File: src/rtl/mem_view_step_ctrl_pkg.sv
// Shared definitions for the memory-viewer step controller: FSM states,
// display-index width and field layout, and the index advance helper.
package mem_view_step_ctrl_pkg;

    typedef enum logic [0:0] {
        PAUSE = 1'b0,
        RUN   = 1'b1
    } state_e;

    localparam int IDX_W = 9;

    // idx layout: {mem_sel, word[6:0], half}
    localparam int MEM_SEL_BIT = 8;
    localparam int WORD_MSB    = 7;
    localparam int WORD_LSB    = 1;
    localparam int HALF_BIT    = 0;

    // Free-running advance; 511 rolls over to 0 so the viewer cycles forever.
    function automatic logic [IDX_W-1:0] idx_inc(input logic [IDX_W-1:0] v);
        return v + IDX_W'(1);
    endfunction

endpackage

File: src/rtl/mem_view_step_ctrl_if.sv
// Button inputs and display-index outputs of the step controller, bundled
// so the controller and the LED stage share one connection point.
interface mem_view_step_ctrl_if;
    import mem_view_step_ctrl_pkg::*;

    logic             btn_run;
    logic             btn_step;
    logic             btn_clear;
    logic [IDX_W-1:0] idx;
    logic             idx_stb;
    logic             running;

    modport slave (
        input  btn_run,
        input  btn_step,
        input  btn_clear,
        output idx,
        output idx_stb,
        output running
    );

    modport master (
        output btn_run,
        output btn_step,
        output btn_clear,
        input  idx,
        input  idx_stb,
        input  running
    );

endinterface

File: src/rtl/mem_view_step_ctrl_btn_debounce.sv
// Push-button conditioner: 2-FF synchronizer, consecutive-sample debounce
// and a registered one-cycle pulse on each accepted press.
module btn_debounce #(
    parameter int DB_CYC = 1_000_000
) (
    input  logic clk,
    input  logic reset,
    input  logic raw,
    output logic level,
    output logic press
);

    localparam int CNT_W = $clog2(DB_CYC);

    logic             s1;
    logic             s2;
    logic             level_d;
    logic [CNT_W-1:0] cnt;

    always_ff @(posedge clk or negedge reset) begin
        if (!reset) begin
            s1      <= 1'b0;
            s2      <= 1'b0;
            level   <= 1'b0;
            level_d <= 1'b0;
            cnt     <= '0;
            press   <= 1'b0;
        end else begin
            s1 <= raw;
            s2 <= s1;
            // Any sample agreeing with the accepted level restarts the run.
            if (s2 == level) begin
                cnt <= '0;
            end else if (cnt == CNT_W'(DB_CYC - 1)) begin
                level <= s2;
                cnt   <= '0;
            end else begin
                cnt <= cnt + CNT_W'(1);
            end
            level_d <= level;
            press   <= level & ~level_d;
        end
    end

endmodule

File: src/rtl/mem_view_step_ctrl.sv
// Step controller feeding the memory-viewer LED stage: debounced buttons
// drive a RUN/PAUSE FSM, a slow tick divider and the 9-bit display index.
module mem_view_step_ctrl
    import mem_view_step_ctrl_pkg::*;
#(
    parameter int STEP_DIV = 50_000_000,
    parameter int DB_CYC   = 1_000_000
) (
    input logic                  clk,
    input logic                  reset,
    mem_view_step_ctrl_if.slave  bus
);

    localparam int TW = $clog2(STEP_DIV);
    localparam logic [0:0] S_PAUSE = 1'(PAUSE);
    localparam logic [0:0] S_RUN   = 1'(RUN);

    logic             press_run;
    logic             press_step;
    logic             press_clear;
    logic [2:0]       level_unused;
    logic [0:0]       state;
    logic [TW-1:0]    tcnt;
    logic             tick;
    logic [IDX_W-1:0] idx_r;
    logic             stb_r;

    btn_debounce #(.DB_CYC(DB_CYC)) u_db_run (
        .clk   (clk),
        .reset (reset),
        .raw   (bus.btn_run),
        .level (level_unused[0]),
        .press (press_run)
    );

    btn_debounce #(.DB_CYC(DB_CYC)) u_db_step (
        .clk   (clk),
        .reset (reset),
        .raw   (bus.btn_step),
        .level (level_unused[1]),
        .press (press_step)
    );

    btn_debounce #(.DB_CYC(DB_CYC)) u_db_clear (
        .clk   (clk),
        .reset (reset),
        .raw   (bus.btn_clear),
        .level (level_unused[2]),
        .press (press_clear)
    );

    assign tick = (state == S_RUN) && (tcnt == TW'(STEP_DIV - 1));

    // Held at 0 while paused so the first tick lands STEP_DIV edges after RUN.
    always_ff @(posedge clk or negedge reset) begin
        if (!reset) begin
            tcnt <= '0;
        end else if (press_clear || (state == S_PAUSE) || tick) begin
            tcnt <= '0;
        end else begin
            tcnt <= tcnt + TW'(1);
        end
    end

    // Priority clear > run > step/tick; a run press swallows a coincident advance.
    always_ff @(posedge clk or negedge reset) begin
        if (!reset) begin
            state <= S_PAUSE;
            idx_r <= '0;
            stb_r <= 1'b0;
        end else begin
            stb_r <= 1'b0;
            if (press_clear) begin
                idx_r <= '0;
                stb_r <= 1'b1;
            end else if (!press_run &&
                         (((state == S_PAUSE) && press_step) || tick)) begin
                idx_r <= idx_inc(idx_r);
                stb_r <= 1'b1;
            end
            if (press_run) begin
                state <= ~state;
            end
        end
    end

    assign bus.idx     = idx_r;
    assign bus.idx_stb = stb_r;
    assign bus.running = (state == S_RUN);

endmodule

File: src/flat_wrapper.sv
// flat-port wrapper written by rule: the top's interface ports become plain ports
module mem_view_step_ctrl_flat import mem_view_step_ctrl_pkg::*;
#(
    parameter int STEP_DIV = 50_000_000,
    parameter int DB_CYC   = 1_000_000
)
  (clk, reset, bus_btn_run, bus_btn_step, bus_btn_clear, bus_idx, bus_idx_stb, bus_running);
  mem_view_step_ctrl_if bus_i ();
  input logic clk;
  input logic reset;
  input wire logic [$bits(bus_i.btn_run)-1:0] bus_btn_run;
  input wire logic [$bits(bus_i.btn_step)-1:0] bus_btn_step;
  input wire logic [$bits(bus_i.btn_clear)-1:0] bus_btn_clear;
  output wire logic [$bits(bus_i.idx)-1:0] bus_idx;
  output wire logic [$bits(bus_i.idx_stb)-1:0] bus_idx_stb;
  output wire logic [$bits(bus_i.running)-1:0] bus_running;
  assign bus_i.btn_run = bus_btn_run;
  assign bus_i.btn_step = bus_btn_step;
  assign bus_i.btn_clear = bus_btn_clear;
  assign bus_idx = bus_i.idx;
  assign bus_idx_stb = bus_i.idx_stb;
  assign bus_running = bus_i.running;
  mem_view_step_ctrl #(.STEP_DIV(STEP_DIV), .DB_CYC(DB_CYC)) u_core (.clk(clk), .reset(reset), .bus(bus_i));
endmodule
File: config.mk
export PLATFORM = sky130hd
export DESIGN_NAME = mem_view_step_ctrl_flat
export DESIGN_NICKNAME = d
export VERILOG_FILES = /design/src/rtl/mem_view_step_ctrl_pkg.sv /design/src/rtl/mem_view_step_ctrl_if.sv /design/src/rtl/mem_view_step_ctrl_btn_debounce.sv /design/src/rtl/mem_view_step_ctrl.sv /design/src/flat_wrapper.sv
export SDC_FILE = /design/constraint.sdc
export NUM_CORES = 1
export LEC_CHECK = 0
export BUFFER_PORTS_ARGS = -buffer_cell sky130_fd_sc_hd__buf_2
export CAP_MARGIN = 0
export CORE_UTILIZATION = 59
export DETAILED_ROUTE_END_ITERATION = 8
export PLACE_DENSITY = 0.87
export SLEW_MARGIN = 20
export SYNTH_ARGS = -nofsm -noshare
export SYNTH_HDL_FRONTEND = slang
export SYNTH_SLANG_ARGS = --single-unit
File: constraint.sdc
create_clock -name clk -period 2.6 [get_ports clk]
set_input_delay 0.13 -clock clk [delete_from_list [all_inputs] [get_ports clk]]
set_output_delay 0.13 -clock clk [all_outputs]
set_load 0.05 [all_outputs]
==> metrics <==
I/O pins=16; total CTS buffers=9; post-layout minimum cycle time=2138 ps; sequential fraction of the synthesis area=between 50% and 60%; element type at the critical path start=flip-flop; Setup crit end=u_core.bus.idx[5]; Top FF cell, synth=dfrtp_1; Die Wd=95.32 µm; vias in the first global route=3,506; drt wl/cell=approximately 15 µm; Avg Cell Area, Syn=approximately 10 µm²; via count=3,602; worst skew pair latency=380 ps; Total Nets Final=around 530; Mapped Area=just over 5000 µm²; H-tree Lvls=3; Clock Path Buffers=2; Routability Congestion=about 0.84; CTS tree=yes; CTS root buffer=clkbuf_8; Worst slew margin=between 50% and 60%; initial antenna violation count=0; Core Rows=33; worst reg-to-reg setup slack=approximately 460 ps; GRT Total Usage=22.68%; First-pass DRT Iterations=4; Core Footprint=between 8000 and 9000 µm²; outcome=finished, final reports clean; layout cells sized above 1=around a tenth; Setup crit start=u_core.tcnt[0]; reg2reg path depth=6; Post-Syn Nets=about 500; number of flops mapped to enable cells by yosys=0; final period utilization=between 80 and 90%; end of the worst register-to-register path=u_core.bus.idx[5]; commonest cells after routing, fill and taps aside=dfrtp_1, nor2_1, xor2_1; Yosys warning count=0; CP max FO=17; largest net degree at the start of global routing=51; Mapped Cells=501; DRT iter0 DRCs=158; DPL Wire Length=roughly 6200 µm; gr ovfl total=0; kind of critical path=reg2reg; Sink Count=112; die footprint=about 9100 µm²; Max Fclk=approximately 470 MHz; max-slew violations=0; crit end category=flip-flop; Die H=~95 µm; IO buf count=15; Least-Margin Pin Slew=~610 ps; setup_tns=0 ps; max cap viols=0; P per Cell Area=507.1 nW/µm²; leakage=between 2 and 3 nW; global-route wire length before repair=15,820 µm; non-filler cells, final=631; Placed Cells=around 610; arrival time at the worst endpoint=2440 ps; Antenna diodes=0; leading cell type in the layout, fill and taps excluded=dfrtp_1; # setup viols final=0; VDD IR max=0.2283 mV; Routed WL=between 9000 and 10,000 µm; Hold Vio Cnt, Final=0; CTS-repair resized insts=0; min-delay worst type=in2async; Via density=5.708; Clock Skew=10.12 ps; ANT nets after route=0; #FFs+latches synth=around 110; Async S/R FF share, synth=100.0%; area delta synth->final=7.988%; Starting Density=about 62%; Reg clk slew, reported paths=110 ps; RSZ-0062 raised after global routing=no; WP data required=a little under 3000 ps; r2r startpoint=u_core.tcnt[0]; Synth cell types=38; drt drc=0
[flip-flops by register name, summed over array words and instances, names as in the netlist, 9 cells and up]
signal and cells:
u_core.u_db_run.cnt 20, u_core.tcnt 26, u_core.u_db_step.cnt 20, u_core.bus.idx 9
u_core.u_db_clear.cnt 20
[metrics by stage]
stage               hold slack, ps  util [%]  total power, mW  setup WS, ps  area [µm²]
finish                       289.8     66.52            2.813         461.7        5548
global route                 352.5     66.52            2.934         315.7        5548
CTS                          303.8     66.52            2.847         471.5        5548
detailed placement           181.7     63.88            1.886         501.1        5328
global placement             170.4     63.88            1.881         591.6        5328
floorplan                   -165.6         -            1.837         733.4        5137
[synthesized netlist by cell type (all sizes together), types with 2 or more instances]
cell | number | area (µm²)
a21oi | 7 | 35.03
and3 | 22 | 137.6
and4 | 9 | 78.83
and4bb | 2 | 25.02
buf | 7 | 37.54
clkbuf | 11 | 41.29
dfrtp | 112 | 2803
ha | 5 | 62.56
inv | 6 | 22.52
mux2 | 3 | 33.78
nand2 | 34 | 127.6
nand2b | 2 | 12.51
nand3 | 30 | 150.1
nand3b | 2 | 15.01
nand4 | 23 | 150.1
nor2 | 96 | 360.4
nor2b | 6 | 37.54
nor3 | 6 | 30.03
nor4 | 7 | 43.79
nor4b | 3 | 32.53
o21ai | 5 | 25.02
o31ai | 3 | 22.52
or2 | 4 | 25.02
or3 | 4 | 25.02
or4 | 3 | 22.52
xnor2 | 25 | 219.0
xor2 | 58 | 508.0
[how the worst min path moves through the flow]
stage,depth (start not counted),start,slack [ps],to
floorplan,0,reset,-170,u_core.bus.idx[0]
CTS,2,reset,300,u_core.u_db_clear.cnt[16]
detailed placement,1,reset,180,u_core.u_db_clear.cnt[16]
global route,2,reset,350,u_core.u_db_clear.cnt[15]
finish,2,reset,290,u_core.u_db_clear.cnt[15]
global placement,1,reset,170,u_core.u_db_clear.cnt[13]
[area by class of cell]
cell class	instances	area (µm²)
Sequential cell	112	2803
Clock buffer	9	123.9
Multi-Input combinational cell	365	2233
Fill cell	617	2793
Timing Repair Buffer	27	177.7
Tap cell	105	131.4
Inverter	6	22.52
Clock inverter	7	56.30
[layer usage]
layer	track usage, %	up-vias	part of all wire [%]
met5	0	-	0
met4	10.23	0	2.0
met1	28.69	1778	45
met2	36.96	69	50
li1	-	1733	-
met3	5.423	22	3.2
[kinds of logic after synthesis]
family / count (synthesis) / share of synthesized area (%)
AND/OR/NAND/NOR: 257 / 25.45
flip-flops: 112 / 54.55
XOR/XNOR: 83 / 14.15
buffers and inverters: 24 / 1.973
AO/OA/AOI/OAI: 16 / 1.802
adder cells (fa/ha/maj): 5 / 1.218
multiplexers: 4 / 0.8524
[worst max-delay path: stages (launching register included)]
cell and delay [ps]:
dfrtp_1 400, ha_1 220, and3_1 300, nand4_2 130, o22a_2 320, or4_1 530
a21oi_1 160
[where the power goes]
group / internal, mW / switching [mW]
clock network: 0.360 / 0.599
logic: 0.0236 / 0.0591
registers: 1.76 / 0.0143
[what timing repair did]
item                                   CTS  global route
endpoints found under the hold margin   50             0
setup buffers                            0             0
hold buffers                             4             0
No activity file was read; power rests on OpenSTA's default activity.
